--- src/rtl/gf_reduce_seq.sv ---
// gf_reduce_seq
//   Bit-serial reduction of a carry-less (GF(2)) product modulo the
//   irreducible trinomial f(x) = x^M + x^K + 1. One high-order coefficient
//   is folded per cycle, from x^(2M-2) down to x^M, so a result is ready
//   M-1 cycles after the operand is accepted.
//
// Ports
//   clk        rising-edge clock
//   rst        asynchronous, active-high reset
//   p          (2M-1)-bit product, bit i = coefficient of x^i
//   in_valid   p is valid (sampled only when in_ready=1)
//   in_ready   block is idle and can accept p
//   y          M-bit remainder p mod f(x)
//   out_valid  y is valid; held until out_ready=1
//   out_ready  consumer accepts y
//   busy       reduction in progress
module gf_reduce_seq #(
  parameter int M = 93,
  parameter int K = 2
) (
  input  logic           clk,
  input  logic           rst,
  input  logic [2*M-2:0] p,
  input  logic           in_valid,
  output logic           in_ready,
  output logic [M-1:0]   y,
  output logic           out_valid,
  input  logic           out_ready,
  output logic           busy
);

  localparam int AW    = 2 * M - 1;
  localparam int IDX_W = $clog2(2 * M - 1);

  localparam logic [IDX_W-1:0] IDX_TOP  = IDX_W'(2 * M - 2);
  localparam logic [IDX_W-1:0] IDX_LAST = IDX_W'(M);

  typedef enum logic [1:0] {
    IDLE = 2'd0,
    BUSY = 2'd1,
    DONE = 2'd2
  } state_t;

  state_t           state_q, state_d;
  logic [AW-1:0]    acc_q, acc_d;
  logic [IDX_W-1:0] idx_q, idx_d;
  logic             in_ready_q, in_ready_d;
  logic             busy_q, busy_d;
  logic             out_valid_q, out_valid_d;

  // One fold step: x^i == x^(i-M+K) + x^(i-M) (mod f), so a set bit i is
  // cleared and its two images toggled. Both images lie strictly below i,
  // and any image still at or above M is folded on a later step.
  function automatic logic [AW-1:0] reduce_step(
    input logic [AW-1:0]    acc,
    input logic [IDX_W-1:0] idx
  );
    logic [AW-1:0]    one;
    logic [IDX_W-1:0] lo;
    logic [IDX_W-1:0] mid;
    one = AW'(1);
    lo  = idx - IDX_W'(M);
    mid = lo + IDX_W'(K);
    reduce_step = acc;
    if (acc[idx]) begin
      reduce_step = acc ^ (one << idx) ^ (one << mid) ^ (one << lo);
    end
  endfunction

  always_comb begin
    state_d = state_q;
    acc_d   = acc_q;
    idx_d   = idx_q;
    unique case (state_q)
      IDLE: begin
        if (in_valid) begin
          acc_d   = p;
          idx_d   = IDX_TOP;
          state_d = BUSY;
        end
      end
      BUSY: begin
        acc_d = reduce_step(acc_q, idx_q);
        // The x^M step is the last fold; the index parks at M rather than
        // stepping below it.
        if (idx_q == IDX_LAST) begin
          state_d = DONE;
        end else begin
          idx_d = idx_q - IDX_W'(1);
        end
      end
      DONE: begin
        if (out_ready) begin
          state_d = IDLE;
        end
      end
      default: begin
        state_d = IDLE;
      end
    endcase
    // Handshake outputs are registered copies of the next-state decode.
    in_ready_d  = (state_d == IDLE);
    busy_d      = (state_d == BUSY);
    out_valid_d = (state_d == DONE);
  end

  always_ff @(posedge clk or posedge rst) begin
    if (rst) begin
      state_q     <= IDLE;
      acc_q       <= '0;
      idx_q       <= '0;
      in_ready_q  <= 1'b1;
      busy_q      <= 1'b0;
      out_valid_q <= 1'b0;
    end else begin
      state_q     <= state_d;
      acc_q       <= acc_d;
      idx_q       <= idx_d;
      in_ready_q  <= in_ready_d;
      busy_q      <= busy_d;
      out_valid_q <= out_valid_d;
    end
  end

  assign in_ready  = in_ready_q;
  assign busy      = busy_q;
  assign out_valid = out_valid_q;
  assign y         = acc_q[M-1:0];

endmodule

--- config.mk ---
export PLATFORM = sky130hd
export DESIGN_NAME = gf_reduce_seq
export DESIGN_NICKNAME = d
export VERILOG_FILES = /design/src/rtl/gf_reduce_seq.sv
export SDC_FILE = /design/constraint.sdc
export NUM_CORES = 1
export LEC_CHECK = 0
export BUFFER_PORTS_ARGS = -buffer_cell sky130_fd_sc_hd__buf_2
export CORE_MARGIN = 2
export CORE_UTILIZATION = 45
export CTS_BUF_LIST = sky130_fd_sc_hd__clkbuf_4 sky130_fd_sc_hd__clkbuf_8
export CTS_CLUSTER_DIAMETER = 200
export CTS_CLUSTER_SIZE = 40
export DETAILED_ROUTE_END_ITERATION = 8
export PLACE_DENSITY = 0.62
export REMOVE_ABC_BUFFERS = 1
export SKIP_CTS_REPAIR_TIMING = 1
export SLEW_MARGIN = 20
export SYNTH_ARGS = -nofsm -noshare
export SYNTH_HDL_FRONTEND = slang
export SYNTH_SLANG_ARGS = --single-unit
--- constraint.sdc ---
create_clock -name clk -period 5.9 [get_ports clk]
set_input_delay 0 -clock clk [delete_from_list [all_inputs] [get_ports clk]]
set_output_delay 0 -clock clk [all_outputs]
set_load 0.02 [all_outputs]
Yosys cells after proc, flatten, opt, wreduce, memory -nomap -nowiden --
Cells that the tools add are included.
Operators by class: add/subtract/negate cells 3, order comparisons 1, equal/unequal tests 8, shifts and indexed selects 3, multiplexer cells 12, bitwise operators 3, reduce and logical (&&, ||, !) cells 5
Operator list (number):
- $shl A1 B8 Y185 const A | 3
- $xor A185 B185 Y185 | 3
- $mux W185 | 2
- $pmux W185 S2 | 1
- $mux W8 | 2
- $pmux W8 S2 | 1
- $lt A8 B9 Y1 const B | 1
- $add A8 B2 Y8 const B | 1
- $bmux W1 S8 | 1
- $eq A8 B7 Y1 const B | 1
- $sub A8 B1 Y8 const B | 1
- $sub A8 B7 Y8 const B | 1
- $mux W2 | 3
- $ne A2 B2 Y1 const B | 3
- $pmux W2 S3 | 1
- $reduce_and A3 Y1 | 2
- $eq A2 B1 Y1 const B | 2
- $eq A2 B2 Y1 const B | 2
- $logic_not A2 Y1 | 2
- $reduce_bool A2 Y1 | 1
- $mux W1 | 1
Storage, ports and cells: flip-flop bits (word level) 198

Longest topological paths before layout --
Gate-level depths: netlist of the first run.
depth after elaboration 7, depth in mapped cells 19, depth with buffers taken out 12

Worst setup path before layout of the first run --
OpenSTA, ideal clock, no wires.
path kind reg2reg, from register idx_q[0], to register acc_q[152], arrival time 3.980 ns, data required time 5.768 ns, path slack 1.788 ns, stages on the path, launching flop included 19, clock period less this slack 4.112 ns, cell sequence dfrtp_1 buf_6 buf_6 buf_6 clkinv_1 ha_1 clkbuf_1 clkbuf_1 xnor2_1 ha_1 and2_1 mux2i_1 nand3_1 a2111oi_2 clkbuf_1 o211ai_1 xnor2_1 mux2i_1 o21ai_1
On the way: word-level cells in the longest chain between the ends 7, elaborated cells between the ends (all ways) 14
RTL lines:
- from (decl) | RTL line 46 | logic [IDX_W-1:0] idx_q, idx_d;
- from (signal assigned) | RTL line 118 | idx_q <= idx_d;
- $sub A8 B7 Y8 | RTL line 62 | lo = idx - IDX_W'(M);
- $add A8 B2 Y8 | RTL line 63 | mid = lo + IDX_W'(K);
- $shl A1 B8 Y185 | RTL line 66 | reduce_step = acc ^ (one << idx) ^ (one << mid) ^ (one << lo);
- $xor A185 B185 Y185 (2 in a row) | RTL line 66
- $mux W185 | RTL line 65 | if (acc[idx]) begin
- $pmux W185 S2 | RTL line 74 | unique case (state_q)
- to (signal assigned) | RTL line 110 | acc_q <= '0;
- to (signal assigned) | RTL line 117 | acc_q <= acc_d;
- to (decl) | RTL line 45 | logic [AW-1:0] acc_q, acc_d;
Several ways; a longest one is shown, not always the timed one. The select of a mux whose other input is x is not followed. A chain may end at the register's enable or synchronous reset.

Worst setup path after layout of the first run --
from register idx_q[0], to register acc_q[79]
The elaborated chain is that of the path after synthesis.

==> results.ini, run 1 <==
[run_status]
status=complete, no violations

[finish]
final_core_util=0.526
final_common_cell=xnor2_1
fillerInstances=4513
syn_to_final_growth_pct=15.2
layout_common_cells=xnor2_1 (416), buf_2 (284), nand2_1 (280), dfrtp_1 (193), dlygate4sd3_1 (188)
fin_nets=3092
drive_gt1_frac=0.168

[die]
die_w_um=224
start_util=0.456
row_count=80
io_pins=285
dieArea_um2=50300
core_um2=47800
fp.dieH_um=224

[power_and_ir_drop]
seqPwrFrac=0.193
sw_frac_of_total=0.583
leakage_uw=0.00967
power.density_nw_per_um2=587
clkPwrFrac=0.070
p_int_uw=6160
combPwrFrac=0.737
switchingPower_uw=8620
ir_worst_vdd_v=0.000881

[routing]
drcViolationCount=0
drt-vias-per-instance=6.30
vias=22200
wl_per_cell_um=25.5
ant_nets=0
drt-initial-drc-count=2402
drtPass1Iterations=6
wirelength_um=90100

[yosys]
ys_ff_latch=198
synth_edf_count=0
synth_area_leaders=dfrtp_1 (23%), xnor2_1 (17%), xor2_1 (5.2%), nand2_1 (4.8%), mux4_2 (4.5%)
synth_largest_area_cell=dfrtp_1
synth_top_area_share=0.226
syn_inst=2685
dominantRegCellSynth=dfrtp_1
ys_async_sr_fraction=1.00
ys_warn_count=0
synth-seq-area-share=0.227
syn_area_um2=21800
synthDistinctLibCells=78
syn_avg_cell_area_um2=8.13

[sta]
slew_headroom=0.193
min_period_ps=4810
rsz0062_at_grt=no
skew_ps=40.9
fmax_mhz=208
drv_slew=0
period_share=0.815
hold_viol_final=0
whs_ps=129
setup-violations-final=0
worstMarginPinSlew_ps=1210

[placed_design]
gp_congestion=0.965
io_buffer_count=284
dpl.hpwl_um=60800

[setup_path]
cp.arrival_ps=5310
slowest_stage=ha_1
path_max_fanout=24
critical_path.top_delay_family=simple AND/OR/NAND/NOR gates
path_class=reg -> reg
path_cells=clkinv_1 -> ha_1 -> xnor2_1 -> ha_1 -> nor2b_1 -> mux2i_1 -> or3_1 -> and3_1 -> o211ai_1 -> xnor2_1 -> a21oi_1 -> a22o_1
cp_slowest_stage_delay_ps=730
startpoint_type=register
critPathCaptureType=register
cp.required_ps=6400
cp.buffers_inverters=1

[clocking]
tritoncts=done
cts.path.max_buffers=2
cts_buffers=17
cts_max_level=4
clock-root-buffer=clkbuf_8
clkTransAtPathRegs_ps=130
numClockSinks=198
clk_latency_ps=630

[grt]
grt_usage=0.344
grt_pass1_vias=20500
overflow=0
grt_pass1_wl_um=130000
grt_max_degree=167
antenna_found_initial=4

[min_path]
hold_class=in -> reg

[run]
cap_violations=0

-- power by group through the flow --
stage | sequential (uW) | clock, uW | combinational, uW
floorplan | 3060 | 0 | 6460
global placement | 2830 | 0 | 10300
detailed placement | 2850 | 0 | 10400
CTS | 2820 | 1050 | 10500
global route | 2910 | 1070 | 11500
finish | 2850 | 1030 | 10900
-- stage by stage --
stage / power, uW / setup WS, ps / cell area, um2 / setup TNS [ps] / instances
global placement: 13100 / 1360 / 22800 / 0 / 3304
finish: 14800 / 1090 / 25200 / 0 / 3527
CTS: 14400 / 1290 / 23300 / 0 / 3337
floorplan: 9520 / -13800 / 19900 / -2558620 / 2334
detailed placement: 13300 / 1350 / 22800 / 0 / 3305
global route: 15400 / 943 / 25200 / 0 / 3527
-- per-layer routing --
layer,track usage,vias up,part of all wire,wire length (um)
li1,-,9829,-,-
met1,0.458,10800,0.40,36100
met2,0.534,1312,0.45,41000
met3,0.0755,272,0.099,8900
met4,0.156,2,0.046,4140
met5,0,-,0.00012,11
-- logic make-up after synthesis --
kind of cell / share of synthesized area
simple gates: 0.175
compound gates: 0.189
xor+xnor: 0.221
buf+inv: 0.0895
flops: 0.227
mux: 0.0951
fa+ha+maj: 0.00344
-- flip-flops by register name, summed over array words and instances (netlist names) --
register	cells
in_ready	1
idx_q	8
busy	1
out_valid	1
state_q	2
acc_q	185
-- final cells by class --
class                           instances  area (um2)  share of cell area
Antenna cell                            2        5.00            0.000199
Clock buffer                           23         298              0.0118
Clock inverter                          9         116             0.00462
Inverter                                9        41.3             0.00164
Multi-Input combinational cell       2127       15100               0.599
Sequential cell                       198        4960               0.197
Tap cell                              615         769              0.0306
Timing Repair Buffer                  544        3890               0.155
-- cells in the mapped netlist (54+ instances only) --
cell type    n
xor2_1     130
a21oi_1    165
xnor2_1    416
a22o_1      72
nand2_1    280
buf_4      110
clkbuf_1   145
a211oi_1    54
o21ai_1     62
buf_2       62
mux2i_1     97
nor3_1      75
o211ai_1   108
nor2_1     116
nand4_1     54
dfrtp_1    197
o21ai_0     63
nand3_1    134
-- final timing paths --
check | slack [ps] | end | depth (start not counted) | startpoint
max | 1090 | acc_q[79] | 12 | idx_q[0]
min | 130 | idx_q[6] | 2 | in_valid
max reg2reg | 1090 | acc_q[79] | 12 | idx_q[0]
min reg2reg | 550 | acc_q[160] | 2 | acc_q[160]
max in group asynchronous | 3980 | acc_q[72] | 5 | rst
min in group asynchronous | 550 | acc_q[39] | 4 | rst
-- worst register-to-register path, delay by kind of cell, from the launching register on --
kind                       cells  cell delay (ps)
AOI/OAI and AO/OA              3              580
xor gates and xnor gates       2              480
adders and majority gates      2             1010
buffers and inverters          1              180
DFF                            1              420
muxes                          1              550
and+or+nand+nor                3             1480
(Power assumes the default switching activity.)
==> run 2: changes to the inputs <==
--- a/config.mk
+++ b/config.mk
@@ -12,7 +12,7 @@
 export CTS_CLUSTER_DIAMETER = 200
 export CTS_CLUSTER_SIZE = 40
 export DETAILED_ROUTE_END_ITERATION = 8
-export PLACE_DENSITY = 0.62
+export PLACE_DENSITY = 0.64
 export REMOVE_ABC_BUFFERS = 1
 export SKIP_CTS_REPAIR_TIMING = 1
 export SLEW_MARGIN = 20
==> constraint.sdc (replaced) <==
create_clock -name clk -period 4.1 [get_ports clk]
set_input_delay 0 -clock clk [delete_from_list [all_inputs] [get_ports clk]]
set_output_delay 0 -clock clk [all_outputs]
set_load 0.02 [all_outputs]
==> run 2 against run 1 <==
Core utilization up 0.95 points. Register-to-register slack worse by 930 ps. The run now ends with hold timing left. Sequential power up 43%. Global-route usage up 0.26 points.
==> results.ini, run 2 (synthesis results as in run 1) <==
[run]
cap_violations=0  ; unchanged

[finish]
multi_input_area_um2=15100  ; about the same
syn_to_final_growth_pct=17.3
regMostFlops=acc_q
final_common_cell=xnor2_1
fin_nets=3139  ; +1.5%
register_area_um2=4960  ; unchanged
layout_common_cells=xnor2_1 (416), buf_2 (284), nand2_1 (280), dfrtp_1 (193), dlygate4sd3_1 (187)
fillerInstances=4425  ; -1.9%
drive_gt1_frac=0.182  ; +0.0139
largestRegisters=acc_q: 185 flops, idx_q: 8 flops, state_q: 2 flops
design_area_um2=25600  ; +1.8%
largest_reg_flops=185  ; unchanged

[grt]
grt_pass1_wl_um=132000  ; +1.1%
grt_usage=0.346  ; +0.00261
grt_pass1_vias=21100  ; +2.6%
grt_max_degree=124  ; -26%
antenna_found_initial=1  ; -3
overflow=0  ; unchanged

[power_and_ir_drop]
ir_worst_vdd_v=0.000648  ; -26%
p_total_uw=21800  ; +47%
leakage_uw=0.00994  ; +2.7%
power.density_nw_per_um2=850  ; +45%

[sta]
rsz0062_at_grt=yes
worstMarginPinSlew_ps=1080  ; -124 ps
skew_ps=23.9  ; -16.9 ps
period_share=0.960  ; +0.145
fmax_mhz=254  ; +22%
hold_viol_final=1  ; +1
whs_ps=-9.23  ; -139 ps
slew_headroom=0.277  ; +0.0843
setup-violations-final=0  ; unchanged
min_period_ps=3940  ; -872 ps
drv_slew=0  ; unchanged

[die]
io_pins=285  ; unchanged
die_w_um=224  ; unchanged
dieArea_um2=50300  ; unchanged
fp.dieH_um=224  ; unchanged
start_util=0.456  ; unchanged
core_um2=47800  ; unchanged
row_count=80  ; unchanged

[routing]
wl_met3_um=8810  ; -0.97%
drt-initial-drc-count=2647  ; +10%
ant_nets=0  ; unchanged
drtPass1Iterations=6  ; unchanged
wl_per_cell_um=25.0  ; -2.0%
drcViolationCount=0  ; unchanged
drt-vias-per-instance=6.26  ; -0.69%
top_layer_used=met4
vias=22400  ; +0.60%
wl_met1_um=36200  ; +0.28%
wl_met2_um=40000  ; -2.3%
wirelength_um=89400  ; -0.71%

[run_status]
violations=hold timing
status=finished with violations

[setup_path]
path_class=reg -> reg
path_max_fanout=14  ; -42%
cp.required_ps=4620  ; -1780 ps
startpoint_type=register
critPathCaptureType=register
cp.arrival_ps=4460  ; -850 ps

[placed_design]
dpl.hpwl_um=61500  ; +1.2%
io_buffer_count=284  ; unchanged
place_area_um2=23300  ; +2.1%
gp_congestion=0.992  ; +2.7%

[min_path]
hold_class=in -> reg

[clocking]
clk_latency_ps=620  ; about the same
tritoncts=done
cts.path.max_buffers=2  ; unchanged
cts_buffers=17  ; unchanged
clkTransAtPathRegs_ps=120  ; about the same
numClockSinks=198  ; unchanged
clock-root-buffer=clkbuf_8
cts_max_level=4  ; unchanged

==> run 2: cell count changes in the layout (fill, tap and decap cells not counted), moves of 3 or more <==
cell and change:
buf_12 +12, buf_4 +38, o22ai_1 +3, o22ai_2 -3
==> run 2: final timing paths <==
kind                       startpoint    endpoint  slack (ps)  depth (start not counted)
min in group asynchronous         rst   acc_q[33]          50                          3
min reg2reg                acc_q[142]  acc_q[142]         540                          2
max in group asynchronous         rst  acc_q[145]        3060                          4
max                          idx_q[1]  acc_q[121]         160                         12
max reg2reg                  idx_q[1]  acc_q[121]         160                         12
min                          in_valid    idx_q[6]          -9                          2
==> run 2: metrics by stage <==
step | utilization | worst slack [ps] | setup TNS (ps) | instances
global placement | 0.487 | 105 | 0 | 3353
global route | 0.535 | -55.5 | -199 | 3573
CTS | 0.496 | 102 | 0 | 3385
floorplan | - | -15600 | -3170260 | 2334
detailed placement | 0.487 | 142 | 0 | 3353
finish | 0.535 | 164 | 0 | 3573
==> run 2: routing by layer <==
layer | up-vias | global-route usage
met3 | 297 | 0.0793
met1 | 10800 | 0.468
met2 | 1376 | 0.522
met5 | - | 0
met4 | 0 | 0.170
li1 | 9944 | -
==> run 2: report_power, final <==
part / internal (uW) / leakage [uW] / switching (uW) / total [uW]
Sequential: 2840 / 0.00250 / 1230 / 4080
Clock: 540 / 0.000202 / 875 / 1420
Combinational: 5910 / 0.00724 / 10400 / 16300
Total: 9300 / 0.00994 / 12500 / 21800
==> run 2: cell type report <==
| class | instances | share of cell area |
|---|---|---|
| Clock buffer | 21 | 0.0108 |
| Multi-Input combinational cell | 2127 | 0.588 |
| Inverter | 9 | 0.00161 |
| Timing Repair Buffer | 591 | 0.171 |
| Tap cell | 615 | 0.0300 |
| Sequential cell | 198 | 0.194 |
| Clock inverter | 11 | 0.00459 |
| Antenna cell | 1 | 0.0000977 |
==> run 2: critical path, cell delays in order, from the launching register on <==
cell and delay [ps]:
dfrtp_4 610, inv_1 130, ha_1 380, inv_1 90, ha_1 200, nor2b_1 200
mux2i_1 110, or3_1 660, a21boi_2 690, o211ai_1 250, xnor2_1 230, a21oi_1 80
a22o_1 200
